===== src/rtl/ulpi_reg_arbiter.sv =====
// Shares the ULPI PHY register port between two requesters after a boot-time init write.
// Accesses are strobed, retried on PHY abort, timed out, and acknowledged back to the owner.
module ulpi_reg_arbiter #(
    parameter logic [5:0] INIT_ADDR = 6'h04,
    parameter logic [7:0] INIT_DATA = 8'h45,
    parameter int         MAX_RETRY = 3,
    parameter int         TIMEOUT   = 255
) (
    input  logic       CLK_60M,
    input  logic       NRST_A_USB,
    input  logic       R0_REQ,
    input  logic       R0_RW,
    input  logic [5:0] R0_ADDR,
    input  logic [7:0] R0_WDATA,
    output logic [7:0] R0_RDATA,
    output logic       R0_ACK,
    output logic       R0_ERR,
    input  logic       R1_REQ,
    input  logic       R1_RW,
    input  logic [5:0] R1_ADDR,
    input  logic [7:0] R1_WDATA,
    output logic [7:0] R1_RDATA,
    output logic       R1_ACK,
    output logic       R1_ERR,
    output logic       REG_RW,
    output logic       REG_EN,
    output logic [5:0] REG_ADDR,
    output logic [7:0] REG_DATA_I,
    input  logic [7:0] REG_DATA_O,
    input  logic       REG_DONE,
    input  logic       REG_FAIL,
    input  logic       READY,
    output logic       INIT_DONE,
    output logic       INIT_ERR
);
    localparam int RETRY_W = $clog2(MAX_RETRY + 1);

    typedef enum logic [2:0] {
        S_BOOT_WAIT, S_ISSUE, S_WAIT, S_GAP, S_GAP_RDY, S_COMPLETE, S_GAP_ARB, S_ARB
    } state_t;

    state_t               state_q, state_d;
    logic                 rdy_seen_q, rdy_seen_d;
    logic                 boot_q, boot_d;
    logic                 owner_q, owner_d;
    logic                 rr_q, rr_d;
    logic [RETRY_W-1:0]   retry_q, retry_d;
    logic [7:0]           timer_q, timer_d;
    logic                 err_q, err_d;
    logic [7:0]           cap_q, cap_d;
    logic                 acc_rw_q, acc_rw_d;
    logic [5:0]           acc_addr_q, acc_addr_d;
    logic [7:0]           acc_data_q, acc_data_d;
    logic                 reg_en_q, reg_en_d;
    logic                 r0_ack_q, r0_ack_d, r0_err_q, r0_err_d;
    logic [7:0]           r0_rdata_q, r0_rdata_d;
    logic                 r1_ack_q, r1_ack_d, r1_err_q, r1_err_d;
    logic [7:0]           r1_rdata_q, r1_rdata_d;
    logic                 init_done_q, init_done_d, init_err_q, init_err_d;
    logic                 grant1;

    always_comb begin
        state_d     = state_q;
        rdy_seen_d  = rdy_seen_q;
        boot_d      = boot_q;
        owner_d     = owner_q;
        rr_d        = rr_q;
        retry_d     = retry_q;
        timer_d     = timer_q;
        err_d       = err_q;
        cap_d       = cap_q;
        acc_rw_d    = acc_rw_q;
        acc_addr_d  = acc_addr_q;
        acc_data_d  = acc_data_q;
        r0_err_d    = r0_err_q;
        r0_rdata_d  = r0_rdata_q;
        r1_err_d    = r1_err_q;
        r1_rdata_d  = r1_rdata_q;
        init_done_d = init_done_q;
        init_err_d  = init_err_q;
        r0_ack_d    = 1'b0;
        r1_ack_d    = 1'b0;
        grant1      = R1_REQ && (!R0_REQ || rr_q);

        case (state_q)
            S_BOOT_WAIT: begin
                rdy_seen_d = READY;
                if (READY && rdy_seen_q) begin
                    acc_rw_d   = 1'b1;
                    acc_addr_d = INIT_ADDR;
                    acc_data_d = INIT_DATA;
                    boot_d     = 1'b1;
                    retry_d    = '0;
                    cap_d      = 8'd0;
                    state_d    = S_ISSUE;
                end
            end
            S_ISSUE: begin
                // timer_q counts cycles since the strobe, so ACK lands exactly TIMEOUT cycles after it
                timer_d = 8'd1;
                state_d = S_WAIT;
            end
            S_WAIT: begin
                timer_d = timer_q + 8'd1;
                if (REG_DONE) begin
                    err_d = 1'b0;
                    if (!acc_rw_q) cap_d = REG_DATA_O;
                    state_d = S_COMPLETE;
                end else if (REG_FAIL) begin
                    if (32'(retry_q) < MAX_RETRY) begin
                        retry_d = retry_q + RETRY_W'(1);
                        state_d = S_GAP;
                    end else begin
                        err_d   = 1'b1;
                        state_d = S_COMPLETE;
                    end
                end else if (timer_d == 8'(TIMEOUT)) begin
                    err_d   = 1'b1;
                    state_d = S_COMPLETE;
                end
            end
            S_GAP:     state_d = S_GAP_RDY;
            S_GAP_RDY: if (READY) state_d = S_ISSUE;
            S_COMPLETE: begin
                if (boot_q) begin
                    init_done_d = 1'b1;
                    init_err_d  = init_err_q | err_q;
                    boot_d      = 1'b0;
                end else begin
                    rr_d = ~owner_q;
                end
                state_d = S_GAP_ARB;
            end
            S_GAP_ARB: state_d = S_ARB;
            S_ARB: begin
                if (init_done_q && READY && (R0_REQ || R1_REQ)) begin
                    owner_d    = grant1;
                    acc_rw_d   = grant1 ? R1_RW    : R0_RW;
                    acc_addr_d = grant1 ? R1_ADDR  : R0_ADDR;
                    acc_data_d = grant1 ? R1_WDATA : R0_WDATA;
                    retry_d    = '0;
                    cap_d      = 8'd0;
                    state_d    = S_ISSUE;
                end
            end
            default: state_d = S_BOOT_WAIT;
        endcase

        reg_en_d = (state_d == S_ISSUE);
        // Requester results are published in the COMPLETE cycle, alongside the ACK pulse
        if (state_d == S_COMPLETE && !boot_q) begin
            if (owner_q) begin
                r1_ack_d   = 1'b1;
                r1_err_d   = err_d;
                r1_rdata_d = cap_d;
            end else begin
                r0_ack_d   = 1'b1;
                r0_err_d   = err_d;
                r0_rdata_d = cap_d;
            end
        end
    end

    always_ff @(posedge CLK_60M or negedge NRST_A_USB) begin
        if (!NRST_A_USB) begin
            state_q     <= S_BOOT_WAIT;
            rdy_seen_q  <= 1'b0;
            boot_q      <= 1'b0;
            owner_q     <= 1'b0;
            rr_q        <= 1'b0;
            retry_q     <= '0;
            timer_q     <= 8'd0;
            err_q       <= 1'b0;
            cap_q       <= 8'd0;
            acc_rw_q    <= 1'b0;
            acc_addr_q  <= 6'd0;
            acc_data_q  <= 8'd0;
            reg_en_q    <= 1'b0;
            r0_ack_q    <= 1'b0;
            r0_err_q    <= 1'b0;
            r0_rdata_q  <= 8'd0;
            r1_ack_q    <= 1'b0;
            r1_err_q    <= 1'b0;
            r1_rdata_q  <= 8'd0;
            init_done_q <= 1'b0;
            init_err_q  <= 1'b0;
        end else begin
            state_q     <= state_d;
            rdy_seen_q  <= rdy_seen_d;
            boot_q      <= boot_d;
            owner_q     <= owner_d;
            rr_q        <= rr_d;
            retry_q     <= retry_d;
            timer_q     <= timer_d;
            err_q       <= err_d;
            cap_q       <= cap_d;
            acc_rw_q    <= acc_rw_d;
            acc_addr_q  <= acc_addr_d;
            acc_data_q  <= acc_data_d;
            reg_en_q    <= reg_en_d;
            r0_ack_q    <= r0_ack_d;
            r0_err_q    <= r0_err_d;
            r0_rdata_q  <= r0_rdata_d;
            r1_ack_q    <= r1_ack_d;
            r1_err_q    <= r1_err_d;
            r1_rdata_q  <= r1_rdata_d;
            init_done_q <= init_done_d;
            init_err_q  <= init_err_d;
        end
    end

    assign REG_EN     = reg_en_q;
    assign REG_RW     = acc_rw_q;
    assign REG_ADDR   = acc_addr_q;
    assign REG_DATA_I = acc_data_q;
    assign R0_ACK     = r0_ack_q;
    assign R0_ERR     = r0_err_q;
    assign R0_RDATA   = r0_rdata_q;
    assign R1_ACK     = r1_ack_q;
    assign R1_ERR     = r1_err_q;
    assign R1_RDATA   = r1_rdata_q;
    assign INIT_DONE  = init_done_q;
    assign INIT_ERR   = init_err_q;
endmodule


===== config.mk =====
export PLATFORM = sky130hd
export DESIGN_NAME = ulpi_reg_arbiter
export DESIGN_NICKNAME = d
export VERILOG_FILES = /design/src/rtl/ulpi_reg_arbiter.sv
export SDC_FILE = /design/constraint.sdc
export NUM_CORES = 1
export LEC_CHECK = 0
export CAP_MARGIN = 0
export CORE_ASPECT_RATIO = 0.7
export CORE_MARGIN = 2
export CORE_UTILIZATION = 50
export CTS_CLUSTER_DIAMETER = 120
export CTS_CLUSTER_SIZE = 20
export DETAILED_ROUTE_END_ITERATION = 12
export HOLD_SLACK_MARGIN = 0.1
export PLACE_DENSITY_LB_ADDON = 0.05
export SLEW_MARGIN = 20
export SYNTH_ARGS = -nofsm -noshare
export SYNTH_HDL_FRONTEND = slang
export SYNTH_SLANG_ARGS = --single-unit

===== constraint.sdc =====
create_clock -name CLK_60M -period 5.4 [get_ports CLK_60M]
set_clock_uncertainty 0.1 [all_clocks]
set_input_delay 1.62 -clock CLK_60M [delete_from_list [all_inputs] [get_ports CLK_60M]]
set_output_delay 1.62 -clock CLK_60M [all_outputs]
set_load 0.1 [all_outputs]

==> impl_metrics.csv <==
group,metric,value,unit
outcome,outcome,"finished, final reports clean",
floorplan,ios,83,
global_route,grt_pass1_wl,11600,um
setup_path,path_buf_inv,1,
pwr,peakVddDrop,0.000356,V
clock_tree,clockRootBuffer,"clkbuf_8",
yosys,synth-edff-count,0,
routing,dr.pass1.iters,4,
yosys,synth_area_leader_cell,"dfrtp_1",
setup_path,cp_max_fo,11,
final_layout,fin_nets,400,
global_route,overflow,0,
place,portBuffers,82,
floorplan,start_util,0.513,
timing,fmax,234,MHz
pwr,swShare,0.505,
yosys,yosys-top-cells-count,"dfrtp_1, o21ai_0, nand2_1, mux2_2, nor2_1",
timing,finalMaxSlewViolations,0,
yosys,async_reset_ff_frac,1.00,
timing,fin_setup_tns,0,ps
global_route,grt-busiest-layer,"met2",
floorplan,die_area,6450,um2
setup_path,path_cells,"clkdlybuf4s50_1 > o2111ai_1 > nor2_1 > a2111oi_0 > a21oi_1 > nor4_4 > mux2_2",
timing,period_share,0.790,
global_route,track_usage,0.244,
pwr,p_comb_frac,0.519,
yosys,yosysWarnings,0,
timing,setup_viol,0,
floorplan,die_x,95.2,um
timing,worst_pin_slew,1030,ps
setup_path,crit_required,5520,ps
final_layout,areaGrowthSynthToFinish,38.6,%
clock_tree,clk_path_buf_depth,2,
yosys,synth_top_area_share,0.551,
global_route,antenna_found_initial,0,
pwr,leakage,1.81,nW
yosys,synth_most_common_cell,"dfrtp_1",
yosys,ys_seq_area_frac,0.551,
setup_path,critical-path-slowest-cell,"nor4_4",
timing,grt_setup_unrepaired,"false",
pwr,pwr-share-seq,0.301,
setup_path,end_kind,"register",
place,placed_area,3810,um2
clock_tree,cts_buffers,9,
worst_hold_path,hp-class,"register to register",
clock_tree,postCtsResizedCells,0,
pwr,p_clk_frac,0.180,
routing,vias,2334,
global_route,grt_max_degree,41,
timing,hold_violations,0,
yosys,synthCells,265,
yosys,synth_area_leaders,"dfrtp_1, mux2_2, mux2i_1",
setup_path,critical_path_class,"input port to register",
yosys,synth.distinct_cells,42,
timing,max_slew_margin,0.312,
yosys,syn-cell-area,2910,um2
routing,drt_iter0_drc,120,
global_route,grt_util_met3,0.0815,
final_layout,drive_gt1_frac,0.129,
final_layout,stdcell_area,4030,um2
clock_tree,cts_tree,"built",
place,place_inst,416,
setup_path,crit_path_start_kind,"input port",
clock_tree,htree_levels,3,
yosys,avgSynthCellArea,11.0,um2
global_route,grt_pass1_vias,2313,
setup_path,cp.arrival,4390,ps
clock_tree,cts_sinks,64,
clock_tree,post-cts-setup-buffer-count,0,
final_layout,final_util,0.711,
routing,ant_nets,0,
routing,route.detailed.drc,0,
setup_path,cp_top_family,"compound AO/OA/AOI/OAI gates",
floorplan,num_rows,23,
place,dp_hpwl,5280,um
place,gp_congestion,0.838,
final_layout,final_cells,431,
pwr,total_power,0.00252,W
clock_tree,cts-hold-fix-buffers,0,
global_route,use_met2,0.389,
clock_tree,clk_pin_slew,60,ps
yosys,ys_seq_elements,64,
routing,vias_per_cell,5.42,
final_layout,diodes,0,
routing,wl_per_cell,16.9,um
timing,fin_crit,4270,ps
pwr,power.density,624,nW/um2
floorplan,fp.dieH,67.8,um
run,max_cap_viol_count,0,
pwr,p_sw,0.00127,W
global_route,met1_usage,0.323,
clock_tree,clock_latency,340,ps
pwr,p_int,0.00125,W
yosys,syn_nets,313,
floorplan,core,5670,um2
routing,wl,7280,um
setup_path,slowest_delay,690,ps
yosys,synth_flop_cell,"dfrtp_1",
## worst min-delay path: cells and delay by family, from the launching register on
kind            cells  cell delay, ps
simple gates        1              40
flops               1             340
compound gates      1              60
## cells by family after synthesis
family,share of synthesized area
flip-flops,0.551
AO/OA/AOI/OAI,0.159
AND/OR/NAND/NOR,0.129
multiplexers,0.125
XOR/XNOR,0.00301
buffers and inverters,0.0198
adder cells (fa/ha/maj),0.0129
## flip-flops by register name, indices dropped and copies added, names as in the netlist
signal and count:
INIT_ERR 1, REG_EN 1, R0_ACK 1, R1_ACK 1, boot_q 1, timer_q 8, owner_q 1, REG_DATA_I 8
rr_q 1, REG_RW 1, INIT_DONE 1, R1_RDATA 8, REG_ADDR 6, R0_RDATA 8, cap_q 8, R1_ERR 1
err_q 1, rdy_seen_q 1, retry_q 2, R0_ERR 1, state_q 3
## final cells by class
cell class / instances / area, um2
clock buffer: 12 / 155
clock inverter: 3 / 65.1
fill: 445 / 1640
inverter: 7 / 26.3
multi-input combinational: 186 / 1260
sequential: 64 / 1600
tap: 75 / 93.8
timing repair buffer: 84 / 831
## layout by cell type, fill, tap and decap left out, drive strengths merged, types with 2 or more instances in the layout
cell type      count
o41ai              3
a21oi             16
o21ai             30
nor2b              3
nor2              19
mux2              19
nand3              4
clkdlybuf4s50     81
buf                3
dfrtp             64
ha                 3
nand2b             2
or2                2
bufinv             2
inv                7
a31oi              4
nor3               6
a22o               8
nand3b             3
a21o               2
nor3b              2
clkbuf            12
nand2             27
a211oi             2
mux2i             15
## metrics by stage
stage,hold slack [ps],worst slack (ps)
floorplan,348,1820
global placement,349,900
detailed placement,355,771
CTS,384,1130
global route,411,933
finish,379,1130
## power by group through the flow
stage	registers [W]	clock network, W	logic, W
4_1_cts	0.000757	0.000460	0.00131
3_5_place_dp	0.000763	0	0.00130
3_3_place_gp	0.000757	0	0.00128
6_report	0.000758	0.000453	0.00130
2_1_floorplan	0.00137	0	0.000345
5_1_grt	0.000779	0.000482	0.00137
## routing by layer
metal,routed length [um],up-vias
li1,-,1135
met5,0,-
met3,491,5
met2,3450,71
met4,68,0
met1,3270,1123
## worst paths after layout
check	cells past startpoint	slack (ps)	startpoint	to
setup / recovery	7	1130	R1_REQ	R1_RDATA[3]$_DFFE_PN0P_
hold / removal	2	380	REG_ADDR[4]$_DFFE_PN0P_	REG_ADDR[4]$_DFFE_PN0P_
setup reg to reg	7	2230	timer_q[0]$_DFFE_PN0P_	R1_RDATA[3]$_DFFE_PN0P_
hold reg to reg	2	380	REG_ADDR[4]$_DFFE_PN0P_	REG_ADDR[4]$_DFFE_PN0P_
max in group asynchronous	2	3130	NRST_A_USB	rr_q$_DFFE_PN0P_
min in group asynchronous	1	1160	NRST_A_USB	INIT_ERR$_DFFE_PN0P_
Power figures use the tool's default switching activity.
